**config.mk**
```make
export PLATFORM = sky130hd
export DESIGN_NAME = weighted_sum
export DESIGN_NICKNAME = d
export VERILOG_FILES = /design/src/rtl/common_pkg.sv /design/src/rtl/fixed_point_pkg.sv /design/src/rtl/fixed_mul.sv /design/src/rtl/weighted_sum.sv
export SDC_FILE = /design/constraint.sdc
export NUM_CORES = 2
export LEC_CHECK = 0
export CORE_UTILIZATION = 65
export CTS_BUF_LIST = sky130_fd_sc_hd__clkbuf_8 sky130_fd_sc_hd__clkbuf_16
export DETAILED_ROUTE_END_ITERATION = 16
export PLACE_DENSITY = 0.84
export SYNTH_ARGS = -nofsm -noshare
export SYNTH_HDL_FRONTEND = slang
export SYNTH_SLANG_ARGS = --single-unit
```
**constraint.sdc**
```tcl
create_clock -name clk -period 8 [get_ports clk]
set_input_delay 1.2 -clock clk [delete_from_list [all_inputs] [get_ports clk]]
set_output_delay 1.2 -clock clk [all_outputs]
set_load 0.005 [all_outputs]
```
**src/rtl/common_pkg.sv**
```systemverilog
// common_pkg: types shared across the weighted-sum block.
//   ws_state_e : control FSM state (IDLE / ACCUM / DONE)
package common_pkg;

  typedef enum logic [1:0] {
    IDLE  = 2'd0,
    ACCUM = 2'd1,
    DONE  = 2'd2
  } ws_state_e;

endpackage

```
**src/rtl/fixed_point_pkg.sv**
```systemverilog
// fixed_point_pkg: fixed-point constants and helpers shared by the
// weighted-sum datapath.
//   FRAC_BITS_DEFAULT : default number of fractional bits in every operand
//   sat_int()         : clamp a 64-bit signed value into the 32-bit int range
package fixed_point_pkg;

  localparam int unsigned FRAC_BITS_DEFAULT = 8;

  localparam logic signed [63:0] INT_MAX_64 = 64'sd2147483647;
  localparam logic signed [63:0] INT_MIN_64 = -64'sd2147483648;

  function automatic logic signed [31:0] sat_int(input logic signed [63:0] v);
    logic signed [31:0] r;
    if (v > INT_MAX_64)      r = 32'sh7fff_ffff;
    else if (v < INT_MIN_64) r = 32'sh8000_0000;
    else                     r = v[31:0];
    return r;
  endfunction

endpackage

```
**src/rtl/fixed_mul.sv**
```systemverilog
// fixed_mul: combinational signed fixed-point multiply.
//   a, b : 32-bit signed operands with FRAC_BITS fractional bits
//   p    : 64-bit full product arithmetically shifted right by FRAC_BITS,
//          i.e. the product re-aligned to FRAC_BITS fractional bits
module fixed_mul #(
  parameter int unsigned FRAC_BITS = fixed_point_pkg::FRAC_BITS_DEFAULT
) (
  input  logic signed [31:0] a,
  input  logic signed [31:0] b,
  output logic signed [63:0] p
);

  logic signed [63:0] a_ext, b_ext, prod;

  always_comb begin
    a_ext = {{32{a[31]}}, a};
    b_ext = {{32{b[31]}}, b};
    // low 64 bits of a 64x64 product of sign-extended 32-bit values is exact
    prod  = a_ext * b_ext;
    p     = prod >>> FRAC_BITS;
  end

endmodule

```
**src/rtl/weighted_sum.sv**
```systemverilog
// weighted_sum: accumulates bias + sum(x[i]*w[i]) over N_FEATURES pairs and
// presents the result saturated to 32 bits.
//   clk, rst_n        : clock, asynchronous active-low reset
//   start, bias       : begin a sample (IDLE only); bias captured on accept
//   in_valid/in_ready : x/w pair handshake, ready only while accumulating
//   x, w              : fixed-point feature and weight
//   out_valid/out_ready : result handshake
//   sum               : saturated result, 0 whenever no result is held
module weighted_sum
  import fixed_point_pkg::*;
  import common_pkg::*;
#(
  parameter int N_FEATURES         = 4,
  parameter int unsigned FRAC_BITS = FRAC_BITS_DEFAULT
) (
  input  logic               clk,
  input  logic               rst_n,
  input  logic               start,
  input  logic signed [31:0] bias,
  input  logic               in_valid,
  output logic               in_ready,
  input  logic signed [31:0] x,
  input  logic signed [31:0] w,
  output logic               out_valid,
  input  logic               out_ready,
  output logic signed [31:0] sum
);

  if (N_FEATURES < 1) begin : g_bad_n
    $error("weighted_sum: N_FEATURES must be at least 1");
  end

  localparam int CNT_W = (N_FEATURES > 1) ? $clog2(N_FEATURES) : 1;
  localparam logic [CNT_W-1:0] LAST_IDX = CNT_W'(N_FEATURES - 1);

  ws_state_e          state_q, state_d;
  logic signed [63:0] acc_q, acc_d;
  logic [CNT_W-1:0]   cnt_q, cnt_d;
  logic signed [63:0] prod;
  logic               accept;

  fixed_mul #(.FRAC_BITS(FRAC_BITS)) u_mul (
    .a (x),
    .b (w),
    .p (prod)
  );

  assign accept = in_valid && (state_q == ACCUM);

  // state register
  always_ff @(posedge clk or negedge rst_n) begin
    if (!rst_n) begin
      state_q <= IDLE;
      acc_q   <= '0;
      cnt_q   <= '0;
    end else begin
      state_q <= state_d;
      acc_q   <= acc_d;
      cnt_q   <= cnt_d;
    end
  end

  // next state and datapath
  always_comb begin
    state_d = state_q;
    acc_d   = acc_q;
    cnt_d   = cnt_q;
    unique case (state_q)
      IDLE: begin
        if (start) begin
          state_d = ACCUM;
          acc_d   = {{32{bias[31]}}, bias};
          cnt_d   = '0;
        end
      end
      ACCUM: begin
        if (accept) begin
          acc_d = acc_q + prod;
          cnt_d = cnt_q + 1'b1;
          if (cnt_q == LAST_IDX) state_d = DONE;
        end
      end
      DONE: begin
        // start is deliberately not looked at here, even on the handshake
        // cycle; a new sample can begin from IDLE on the next cycle
        if (out_ready) state_d = IDLE;
      end
      default: state_d = IDLE;
    endcase
  end

  // outputs decoded from registered state only, so reset clears them at once
  always_comb begin
    in_ready  = (state_q == ACCUM);
    out_valid = (state_q == DONE);
    sum       = (state_q == DONE) ? sat_int(acc_q) : 32'sd0;
  end

endmodule

```
==> flow_summary_export.csv, run 1 <==
group,metric,value,unit
yosys,syn_area_per_cell,9.09,um2
grt,overflow,118,
run_status,status,"stopped before the end",
clocking,cts-root-buf,"clkbuf_16",
placement,dp_hpwl,103000,um
yosys,synthFlopType,"dfrtp_1",
grt,grt_max_degree,69,
yosys,ys_ff_latch,68,
yosys,ys_seq_area_frac,0.0407,
floorplan,initial_core_util,0.660,
run_status,stop_error,"[ERROR GRT-0232] Routing congestion too high. Check the congestion heatmap in the GUI.",
yosys,async_flop_share,1.00,
clocking,cts_made_buffers,9,
floorplan,std_cell_rows,92,
placement,finalWeightedCongestion,0.949,
clocking,clockBufferDepth,2,
timing,endpoint_type,"sequential cell input",
floorplan,die_w,255,um
placement,io_buffers,134,
floorplan,die-height,255,um
clocking,cts.sinks,68,
yosys,netlist_instances,4596,
yosys,synth_cell_types,66,
yosys,synth_area,41800,um2
clocking,cts_max_level,3,
yosys,synth_edf_count,0,
yosys,synth_nets,6024,
placement,dpl.cell_count,5961,
floorplan,io_pins,135,
timing,crit_endpoint,"acc_q[60]$_DFFE_PN0P_/D",
grt,grt_usage,0.738,
yosys,yosysWarnings,0,
placement,post-place-ws,-3.42,ns
run_status,haltStage,"5_1_grt",
-- logic make-up after synthesis --
group	share of synthesized area
flip-flops	0.0407
AO/OA/AOI/OAI	0.0704
XOR/XNOR	0.0247
adder cells (fa/ha/maj)	0.592
multiplexers	0.000479
AND/OR/NAND/NOR	0.163
buffers and inverters	0.108
-- metal layers --
| metal | GRT overflow | track usage |
|---|---|---|
| met1 | 1 | 0.711 |
| met2 | 66 | 0.891 |
| met3 | 2 | 0.633 |
| met4 | 49 | 0.747 |
| met5 | 0 | 0.293 |
-- what timing repair did --
item                                    CTS
pin swaps                               331
setup buffers                           138
endpoints found under the setup margin   60
hold buffers                              0
gates cloned                             18
gates resized for setup                 671
-- through the flow --
step           cell area (um2)  setup TNS (ns)
3_3_place_gp             49000         -132.93
2_1_floorplan            42500          -62.75
3_5_place_dp             49000         -148.70
4_1_cts                  52600          -88.37
-- synthesized netlist by cell type (9+ instances only) --
cell	count	area share
o22ai_1	29	0.0043
clkbuf_1	242	0.022
nand2b_1	19	0.0028
nand3_1	27	0.0032
nor2_1	130	0.012
o31ai_1	9	0.0016
nor4_1	15	0.0022
o21a_1	15	0.0027
o21bai_1	18	0.0032
a21oi_1	164	0.020
and2_1	461	0.069
a211oi_1	10	0.0018
nor3_1	18	0.0022
inv_1	959	0.086
a21o_1	76	0.014
nand4_1	24	0.0036
o21ai_0	83	0.0099
xnor2_1	83	0.017
fa_1	1082	0.52
nand2_1	658	0.059
ha_1	245	0.073
nor2b_1	14	0.0021
dfrtp_1	68	0.041
and3_1	17	0.0025
a31oi_1	17	0.0025
xor2_1	35	0.0073
==> inputs of run 2 (changes only) <==
Settings changed: CORE_UTILIZATION 65 to 40, CTS_BUF_LIST sky130_fd_sc_hd__clkbuf_8 sky130_fd_sc_hd__clkbuf_16 to not set, PLACE_DENSITY 0.84 to not set, PLACE_DENSITY_LB_ADDON set to 0.15.
==> run 2 against run 1 <==
- the flow now finishes, with violations (design-rule violations, negative setup slack)
- synthesized cell count did not move
- synthesized area unchanged
==> flow_summary_export.csv, run 2 <==
group,metric,value,unit
run_status,violations,"design-rule violations, negative setup slack",
yosys,synth_nets,6024,
yosys,syn_area_per_cell,9.09,um2
worst_setup_path,crit_top_cell,"fa_1",
grt,grt_max_degree,69,
yosys,synth_top_area_frac,0.519,
route,vias,33700,
worst_setup_path,crit_type,"primary input to flop",
floorplan,std_cell_rows,118,
floorplan,initial_core_util,0.404,
timing,fin_crit_sh,1.30,
timing,fin_crit,10.44,ns
cells_and_area,final_nets,6798,
timing,final-max-slew-violation-count,0,
min_path,min_path_type,"flop to flop",
yosys,synth.top_cells.by_count,"1082 x fa_1, 959 x inv_1, 658 x nand2_1",
clocking,clk_pin_slew_worst_paths,0.06,ns
clocking,cts_max_level,3,
cells_and_area,largest_reg_flops,64,
cells_and_area,utilization,0.535,
worst_setup_path,slowest_delay,0.57,ns
grt,antenna_found_initial,5,
cells_and_area,final_cell_mix,"1008 x fa_1, 921 x inv_1, 644 x buf_4",
placement,dp_hpwl,105000,um
clocking,cts_tree,"built",
route,detail-route-antenna-nets,0,
yosys,yosysWarnings,0,
run_status,status,"finished with violations",
yosys,async_flop_share,1.00,
clocking,hold_buffers,0,
timing,grt_setup_unrepaired,"true",
route,drc_errors,2,
placement,io_buffers,134,
worst_setup_path,cp-end-kind,"flop",
floorplan,die-height,325,um
floorplan,die-area,106000,um2
clocking,cts_made_buffers,9,
grt,overflow,0,
timing,max_freq,0.0958,GHz
clocking,cts-root-buf,"clkbuf_16",
cells_and_area,syn2layout_area_growth,32.6,%
yosys,netlist_instances,4596,
route,firstDrtPassIters,11,
yosys,ys_ff_latch,68,
yosys,synth_cell_types,66,
worst_setup_path,crit_family,"adder cells",
timing,worst_slack,-2.44,ns
clocking,clkLatencyLatePin,0.33,ns
cells_and_area,largestRegisters,"acc_q (64), cnt_q (2), state_q (2)",
placement,post-place-ws,-3.53,ns
worst_setup_path,critPathBufInv,11,
worst_setup_path,cp-start-kind,"primary input",
placement,finalWeightedCongestion,0.875,
yosys,synth_edf_count,0,
yosys,ys_seq_area_frac,0.0407,
yosys,yosysTopAreaCell,"fa_1",
timing,slew-limit-headroom,0.172,
timing,skew,0.0121,ns
worst_setup_path,crit_fanout,12,
yosys,synth_area,41800,um2
worst_setup_path,required,8.21,ns
grt,grt_pass1_wl,206000,um
floorplan,io_pins,135,
clocking,clockBufferDepth,2,
worst_setup_path,worstPathArrival,10.65,ns
timing,setup_viol,56,
floorplan,core,103000,um2
cells_and_area,regMostFlops,"acc_q",
grt,grt_pass1_vias,36600,
clocking,cts.sinks,68,
cells_and_area,drive_gt1_frac,0.263,
route,first_iter_violations,1774,
grt,grt_usage,0.249,
worst_setup_path,critPathSlowestCell,"fa_2",
timing,worst_pin_slew,1.24,ns
yosys,yosysMostFrequentCell,"fa_1",
cells_and_area,layout_commonest_cell,"fa_1",
floorplan,die_w,325,um
yosys,synthFlopType,"dfrtp_1",
cells_and_area,fillers,9396,
run,drv_cap,0,
route,wl,128000,um
yosys,synth_area_leaders,"fa_1 52%, inv_1 8.6%, ha_1 7.3%",
route,routed_via_density,4.98,
timing,hold_violations,0,
route,wl_per_cell,19.0,um
==> run 2: final timing paths <==
path,start,end,slack [ns],depth (start not counted)
worst max register to register,acc_q[0],acc_q[48],4.37,16
worst min-delay path,cnt_q[1],cnt_q[1],0.48,2
worst max-delay path,x[11],acc_q[51],-2.44,43
worst min register to register,cnt_q[1],cnt_q[1],0.48,2
min in group asynchronous,rst_n,acc_q[54],0.99,1
max in group asynchronous,rst_n,acc_q[16],6.38,1
==> run 2: cell families after synthesis <==
family	share of synthesized area
XOR/XNOR	0.0247
multiplexers	0.000479
flip-flops	0.0407
AO/OA/AOI/OAI	0.0704
AND/OR/NAND/NOR	0.163
buffers and inverters	0.108
adder cells (fa/ha/maj)	0.592
==> run 2: metal layers <==
layer	up-vias	part of all wire	track usage	wire, um
li1	15300	-	-	-
met1	17600	0.41	0.329	53200
met2	649	0.53	0.451	67900
met3	125	0.036	0.0179	4600
met4	2	0.021	0.0448	2670
met5	-	0.000086	0	11
==> run 2: final cells by class <==
cell class / instances / area (um2) / share of cell area
clock buffers: 12 / 246 / 0.00445
repair buffers: 1008 / 9720 / 0.175
well taps: 1380 / 1730 / 0.0312
diodes: 1 / 2.50 / 0.0000452
clock inverters: 4 / 25.0 / 0.000452
flip-flops and latches: 68 / 1700 / 0.0307
multi-input cells: 3324 / 38400 / 0.693
inverters: 959 / 3610 / 0.0651
==> run 2: repair_timing <==
item                       4_1_cts  5_1_grt
resized for setup              665      271
gates cloned                    13        3
pin swaps                      324      221
setup endpoints to repair       59       60
buffers inserted               141       65
==> run 2: worst min-delay path, delay by kind of cell, from the launching register on <==
kind | cells | cell delay [ns]
DFF | 1 | 0.34
and+or+nand+nor | 2 | 0.11
==> run 2: per-stage QoR <==
stage | cells | cell area (um2) | hold WS (ns) | TNS, ns
2_1_floorplan | 4596 | 42500 | 0.450 | -62.75
3_3_place_gp | 6553 | 50300 | 0.461 | -151.69
3_5_place_dp | 6553 | 50300 | 0.470 | -153.21
4_1_cts | 6714 | 54100 | 0.484 | -97.45
5_1_grt | 6755 | 55400 | 0.513 | -119.95
6_report | 6756 | 55400 | 0.480 | -101.90
Power of run 2 is not shown: default switching activity piles up to over one toggle a cycle in this logic, so the estimate is an artifact.
